--- config.mk ---
export PLATFORM = sky130hd
export DESIGN_NAME = key_bounce_gen
export DESIGN_NICKNAME = d
export VERILOG_FILES = /design/src/rtl/key_bounce_gen.sv
export SDC_FILE = /design/constraint.sdc
export NUM_CORES = 1
export LEC_CHECK = 0
export CORE_MARGIN = 4
export CORE_UTILIZATION = 56
export CTS_BUF_LIST = sky130_fd_sc_hd__clkbuf_8 sky130_fd_sc_hd__clkbuf_16
export DETAILED_ROUTE_END_ITERATION = 7
export PLACE_DENSITY = 0.81
export SYNTH_ARGS = -nofsm -noshare
export SYNTH_HDL_FRONTEND = slang
export SYNTH_SLANG_ARGS = --single-unit
--- constraint.sdc ---
create_clock -name clk -period 3.96 [get_ports clk]
set_input_delay 0.396 -clock clk [delete_from_list [all_inputs] [get_ports clk]]
set_output_delay 0.396 -clock clk [all_outputs]
set_load 0.02 [all_outputs]
--- src/rtl/key_bounce_gen.sv ---
// Bouncy active-low key generator: turns a one-cycle press request into a
// press/hold/release waveform with LFSR-timed glitches on both edges.
module key_bounce_gen #(
    parameter int unsigned N_BOUNCE = 3,
    parameter int unsigned GLITCH_W = 2,
    parameter int unsigned HOLD_CYC = 20,
    parameter int unsigned CNT_W    = 16,
    parameter logic [7:0]  SEED     = 8'hA5
) (
    input  logic             clk,
    input  logic             rst,
    input  logic             press_req,
    input  logic [CNT_W-1:0] hold_len,
    output logic             key,
    output logic             busy,
    output logic             done,
    output logic [7:0]       edge_cnt
);

    localparam int unsigned N_SEG     = 2 * N_BOUNCE;
    localparam int unsigned SEG_IDX_W = (N_SEG > 1) ? $clog2(N_SEG) : 1;
    localparam logic [SEG_IDX_W-1:0] LAST_SEG = SEG_IDX_W'((N_SEG > 0) ? N_SEG - 1 : 0);
    localparam logic [7:0]       LFSR_INIT = (SEED == 8'h00) ? 8'h01 : SEED;
    localparam logic [CNT_W-1:0] HOLD_DEF  = CNT_W'(HOLD_CYC);

    typedef enum logic [1:0] {IDLE, FALL, HOLD, RISE} state_t;

    state_t                 state, state_d;
    logic [7:0]             lfsr;
    logic                   key_d, done_d;
    logic [7:0]             edge_d, edge_inc;
    logic [GLITCH_W-1:0]    seg_cnt, seg_cnt_d, seg_len_m1;
    logic [SEG_IDX_W-1:0]   seg_idx, seg_idx_d;
    logic [CNT_W-1:0]       hold_cnt, hold_cnt_d, hold_init;

    // Segment counters hold L-1 so a segment spans exactly L cycles.
    assign seg_len_m1 = lfsr[GLITCH_W-1:0];
    assign hold_init  = ((hold_len == '0) ? HOLD_DEF : hold_len) - CNT_W'(1);
    assign edge_inc   = (edge_cnt == 8'hFF) ? edge_cnt : edge_cnt + 8'd1;
    assign busy       = (state != IDLE);

    always_comb begin
        // NOTE: every next-value is defaulted first so no branch of the case can infer a latch.
        state_d    = state;
        key_d      = key;
        done_d     = 1'b0;
        edge_d     = edge_cnt;
        seg_cnt_d  = seg_cnt;
        seg_idx_d  = seg_idx;
        hold_cnt_d = hold_cnt;

        unique case (state)
            IDLE: begin
                // The done cycle is already IDLE, so it must refuse a request explicitly.
                if (press_req && !done) begin
                    key_d      = 1'b0;
                    edge_d     = 8'd1;
                    hold_cnt_d = hold_init;
                    seg_cnt_d  = seg_len_m1;
                    seg_idx_d  = '0;
                    state_d    = (N_SEG == 0) ? HOLD : FALL;
                end
            end
            FALL, RISE: begin
                if (seg_cnt == '0) begin
                    key_d     = ~key;
                    edge_d    = edge_inc;
                    seg_cnt_d = seg_len_m1;
                    if (seg_idx == LAST_SEG) begin
                        seg_idx_d = '0;
                        if (state == FALL) begin
                            state_d = HOLD;
                        end else begin
                            state_d = IDLE;
                            done_d  = 1'b1;
                        end
                    end else begin
                        seg_idx_d = seg_idx + SEG_IDX_W'(1);
                    end
                end else begin
                    seg_cnt_d = seg_cnt - GLITCH_W'(1);
                end
            end
            HOLD: begin
                if (hold_cnt == '0) begin
                    key_d     = 1'b1;
                    edge_d    = edge_inc;
                    seg_cnt_d = seg_len_m1;
                    seg_idx_d = '0;
                    if (N_SEG == 0) begin
                        state_d = IDLE;
                        done_d  = 1'b1;
                    end else begin
                        state_d = RISE;
                    end
                end else begin
                    hold_cnt_d = hold_cnt - CNT_W'(1);
                end
            end
            default: state_d = IDLE;
        endcase
    end

    // NOTE: sequential state uses non-blocking assignments so every register samples pre-edge values.
    always_ff @(posedge clk or negedge rst) begin
        if (!rst) begin
            state    <= IDLE;
            lfsr     <= LFSR_INIT;
            key      <= 1'b1;
            done     <= 1'b0;
            edge_cnt <= 8'd0;
            seg_cnt  <= '0;
            seg_idx  <= '0;
            hold_cnt <= '0;
        end else begin
            state    <= state_d;
            lfsr     <= {lfsr[6:0], lfsr[7] ^ lfsr[5] ^ lfsr[4] ^ lfsr[3]};
            key      <= key_d;
            done     <= done_d;
            edge_cnt <= edge_d;
            seg_cnt  <= seg_cnt_d;
            seg_idx  <= seg_idx_d;
            hold_cnt <= hold_cnt_d;
        end
    end

endmodule

* After elaboration in Yosys (flattened, before gate mapping)
Cells that the tools add are included.
Storage, ports and cells: bits in registers 41, input port bits 19, word-level logic and storage cells 72
Operators by class: add/subtract/negate cells 5, eq/ne operators 10, multiplexer cells 32, bitwise gates (word level) 4, reductions and logical operators 13
Operator list (count):
- $mux 16 | 3
- $logic_not 16->1 | 2
- $mux 8 | 4
- $pmux 16 s2 | 1
- $sub 16x1->16 const B | 2
- $pmux 8 s3 | 1
- $mux 2 | 8
- $mux 3 | 4
- $pmux 2 s3 | 2
- $ne 2x2->1 const B | 5
- $pmux 3 s3 | 1
- $add 8x1->8 const B | 1
- $eq 8x8->1 const B | 1
- $mux 1 | 7
- $reduce_and 3->1 | 2
- $eq 2x2->1 const B | 2
- $logic_not 2->1 | 2
- $reduce_and 4->1 | 1
- $reduce_bool 2->1 | 2
- $add 3x1->3 const B | 1
- $eq 3x3->1 const B | 1
- $pmux 1 s3 | 1
- $xor 1x1->1 | 3
- $eq 2x1->1 const B | 1
- other kinds (6) | 6

* Depth between registers and ports, before layout
word-level depth 5, mapped depth 13, mapped depth without buffers 9

* Worst setup path before layout
Ideal clock, no wire load.
path kind register to register, start reg state[0], end reg hold_cnt[12], setup time 0.069 ns, arrival 3.200 ns, path slack 0.691 ns, cell stages (with the launch flop) 13, path buffers 4, period minus slack after synthesis 3.269 ns, cells stage by stage dfrtp_1 > inv_1 > ha_1 > buf_6 > clkbuf_1 > clkbuf_1 > buf_1 > mux2i_1 > ha_1 > nand2_1 > a2111oi_0 > mux2_2 > nand3_1
Between the ends: longest elaborated chain between the ends 3
Ends and longest elaborated chain:
- start: declaration | line 28 | state_t state, state_d;
- start signal: assignment | line 116 | state <= state_d;
- $eq 2x2->1 / $logic_not 2->1 (equally long branches) | line 52 | unique case (state)
- $ne 2x2->1 (no line) / $reduce_bool 2->1 (equally long branches)
- $reduce_and 3->1 (no line)
- end signal: assignment | line 123 | hold_cnt <= hold_cnt_d;
- end: declaration | line 34 | logic [CNT_W-1:0] hold_cnt, hold_cnt_d, hold_init;
Several ways; a longest one is shown, not always the timed one. A chain may end at the register's enable or synchronous reset.

* Worst setup path after layout
start reg state[0], end reg hold_cnt[13]
Same word-level chain as after synthesis.

==> run_results.csv <==
group,metric,value,unit
power_and_ir_drop,total_leakage_power,1.19,nW
routing,via_count,2318,
routing,wl,6140,microns
setup_path,cp.arrival,3.32,ns
placement,dp_hpwl,4470,microns
cts,cts_tree,"done",
yosys,ys.flop_type,"dfrtp_1",
sta,fin_crit_sh,79.4,%
sta,finalSetupViolCount,0,
sta,fin_worst_skew,0.00461,ns
global_routing,antenna_found_initial,0,
worst_hold_path,hp-class,"input port to async pin",
placement,post-place-ws,0.849,ns
yosys,async_flop_share,100,%
global_routing,grt_pass1_vias,2121,
yosys,syn-instance-count,280,
setup_path,rr_startpoint,"state[0]$_DFFE_PN0P_",
sta,finalCriticalPeriod,3.14,ns
setup_path,rrSetupSlack,0.82,ns
setup_path,slowest_delay,0.55,ns
cells_and_area,area_delta_synth_final,15.6,%
routing,drtIter0Drc,184,
power_and_ir_drop,sw_frac_of_total,42.9,%
power_and_ir_drop,total_power,1.88,mW
setup_path,required,4.14,ns
die,core_area,0.00444,sq mm
cts,ctsHtreeMaxLevel,2,
routing,drt-met1-wl,2890,microns
cells_and_area,drive_gt1_share,9.03,%
power_and_ir_drop,clock_power_share,14.1,%
placement,port_buffers,29,
sta,fin_setup_tns,0,ns
cts,root_buffer,"clkbuf_8",
cts,clock_tree.buffer_depth,2,
power_and_ir_drop,power_switching,0.807,mW
cells_and_area,antenna_cells,0,
sta,max-slew-margin-rel,40.4,%
yosys,syn_area,0.00263,sq mm
die,die_y,76.5,microns
cells_and_area,final_common_cell,"dfrtp_1",
power_and_ir_drop,pwr-share-seq,39.2,%
yosys,synth_cell_types,59,
setup_path,worst_path_max_delay_cell,"ha_1",
setup_path,timing.rr.end,"hold_cnt[13]$_DFFE_PN0P_",
cells_and_area,final_nets,335,
cts,numCtsBuffers,5,
cells_and_area,fin_cells,362,
sta,finalWorstSetupSlack,0.815,ns
setup_path,crit_family,"compound AO/OA/AOI/OAI gates",
routing,avgViaCountPerCell,6.40,
routing,drtPass1Iterations,5,
global_routing,grt-ovfl-total,0,
die,rows,24,
routing,wl_met2,2820,microns
routing,avgRoutedWirePerCell,17.0,microns
power_and_ir_drop,peakVddDrop,0.425,mV
global_routing,grt_pass1_wl,10400,microns
die,initial_core_util,59.2,%
routing,top_layer_used,"met4",
sta,rsz0062_at_grt,"no",
setup_path,worstPathCellList,"inv_1 > ha_1 > inv_2 > or3_1 > a22o_1 > a2111oi_4 > xor2_1 > a221o_1",
routing,drc,0,
yosys,yosys_warnings,0,
global_routing,grt_usage,21.6,%
cells_and_area,layout_common_cells,"dfrtp_1 (36), clkdlybuf4s50_1 (28), nand2_1 (27)",
setup_path,path_depth,8,
setup_path,cp-start-kind,"register",
outcome,status,"finished clean",
sta,hold_viol,0,
yosys,synth-edff-count,0,
routing,drtAntennaViolNets,0,
die,die_w,76.5,microns
placement,post_dp_cell_area,0.00296,sq mm
flow_run,drv_cap,0,
routing,dr_wl_met3,400,microns
sta,worst_pin_slew,0.893,ns
setup_path,worstSetupEndpointType,"register",
power_and_ir_drop,pwr-share-comb,46.7,%
setup_path,cp_num_buf_inv,2,
cts,postCtsSetupRepairBufs,0,
setup_path,reg2reg_depth,8,
cts,clock_latency,0.29,ns
die,dieArea,0.00586,sq mm
cts,cts_resized,0,
global_routing,grt_start_max_net_pins,42,
setup_path,crit_type,"register to register",
yosys,avgSynthCellArea,9.40,sq um
yosys,synth-seq-cells,41,
power_and_ir_drop,intPower,1.07,mW
sta,drv_slew,0,
power_and_ir_drop,p_per_area,619,mW/mm^2
placement,placed_cells,354,
yosys,synth.yosys.seq_area_share,39.2,%
sta,max_freq,318,MHz
cts,clk_pin_slew,0.08,ns
setup_path,cp_max_fo,15,
die,ioPinCount,30,
cells_and_area,final_area,0.00304,sq mm
cts,cts.sinks,41,
cts,hold_buffers,0,
yosys,synth.net_count,306,
placement,gp_congestion,0.883,
## power by group through the flow
stage | clock [mW] | sequential (mW) | combinational [mW]
3_5_place_dp | 0 | 0.741 | 0.878
5_1_grt | 0.296 | 0.767 | 0.974
6_report | 0.266 | 0.738 | 0.878
2_1_floorplan | 0 | 0.743 | 0.592
3_3_place_gp | 0 | 0.737 | 0.854
4_1_cts | 0.273 | 0.734 | 0.879
## flip-flops by register name, summed over array words and instances (netlist names)
name and flops:
done 1, edge_cnt 8, hold_cnt 16, lfsr 8
state 2, seg_idx 3, key 1, seg_cnt 2
## stage by stage
step | utilization, % | hold WS, ns
finish | 68.4 | 0.219
global route | 68.4 | 0.295
CTS | 68.4 | 0.263
detailed placement | 66.6 | 0.341
global placement | 66.6 | 0.345
floorplan | - | 0.100
## cell families after synthesis
logic type      count (synthesis)  synth area share (%)
flops                          41                  39.2
simple gates                   98                  19.7
compound gates                 91                  25.5
mux                            16                  6.23
xor+xnor                       10                  3.33
buf+inv                        17                  2.71
fa+ha+maj                       7                  3.33
## worst max-delay path by stage
stage / from / end / slack, ns
after CTS: state[0]$_DFFE_PN0P_ / hold_cnt[13]$_DFFE_PN0P_ / 0.85
after global placement: state[0]$_DFFE_PN0P_ / hold_cnt[12]$_DFFE_PN0P_ / 0.97
after detailed placement: state[0]$_DFFE_PN0P_ / hold_cnt[13]$_DFFE_PN0P_ / 0.85
after global routing: state[0]$_DFFE_PN0P_ / hold_cnt[13]$_DFFE_PN0P_ / 0.65
final: state[0]$_DFFE_PN0P_ / hold_cnt[13]$_DFFE_PN0P_ / 0.82
after floorplan: state[0]$_DFFE_PN0P_ / hold_cnt[12]$_DFFE_PN0P_ / 0.69
## synth_stat cells (5+ instances only)
cell,number,area [sq um]
a211oi_1,6,45.0
a21oi_1,17,85.1
a22o_1,5,43.8
clkbuf_1,7,26.3
dfrtp_1,36,901
dfstp_2,5,131
ha_1,7,87.6
inv_1,6,22.5
mux2i_1,13,130
nand2_1,27,101
nand3_1,11,55.1
nor2_1,11,41.3
nor3_1,9,45.0
nor4_1,5,31.3
o21ai_0,19,95.1
or3_1,11,68.8
xnor2_1,6,52.6
## final cells by class
cell class                      instances  area [sq um]
Inverter                                7          26.3
Timing Repair Buffer                   32           308
Clock inverter                          3          13.8
Tap cell                               52          65.1
Clock buffer                            5          68.8
Sequential cell                        41          1030
Fill cell                             366          1400
Multi-Input combinational cell        222          1530
## metal layers
| metal | up-vias | global-route usage [%] |
|---|---|---|
| met3 | 4 | 5.91 |
| met2 | 83 | 33.5 |
| met4 | 0 | 4.53 |
| met1 | 1098 | 30.4 |
| met5 | - | 0 |
| li1 | 1133 | - |
(Power assumes the default switching activity.)
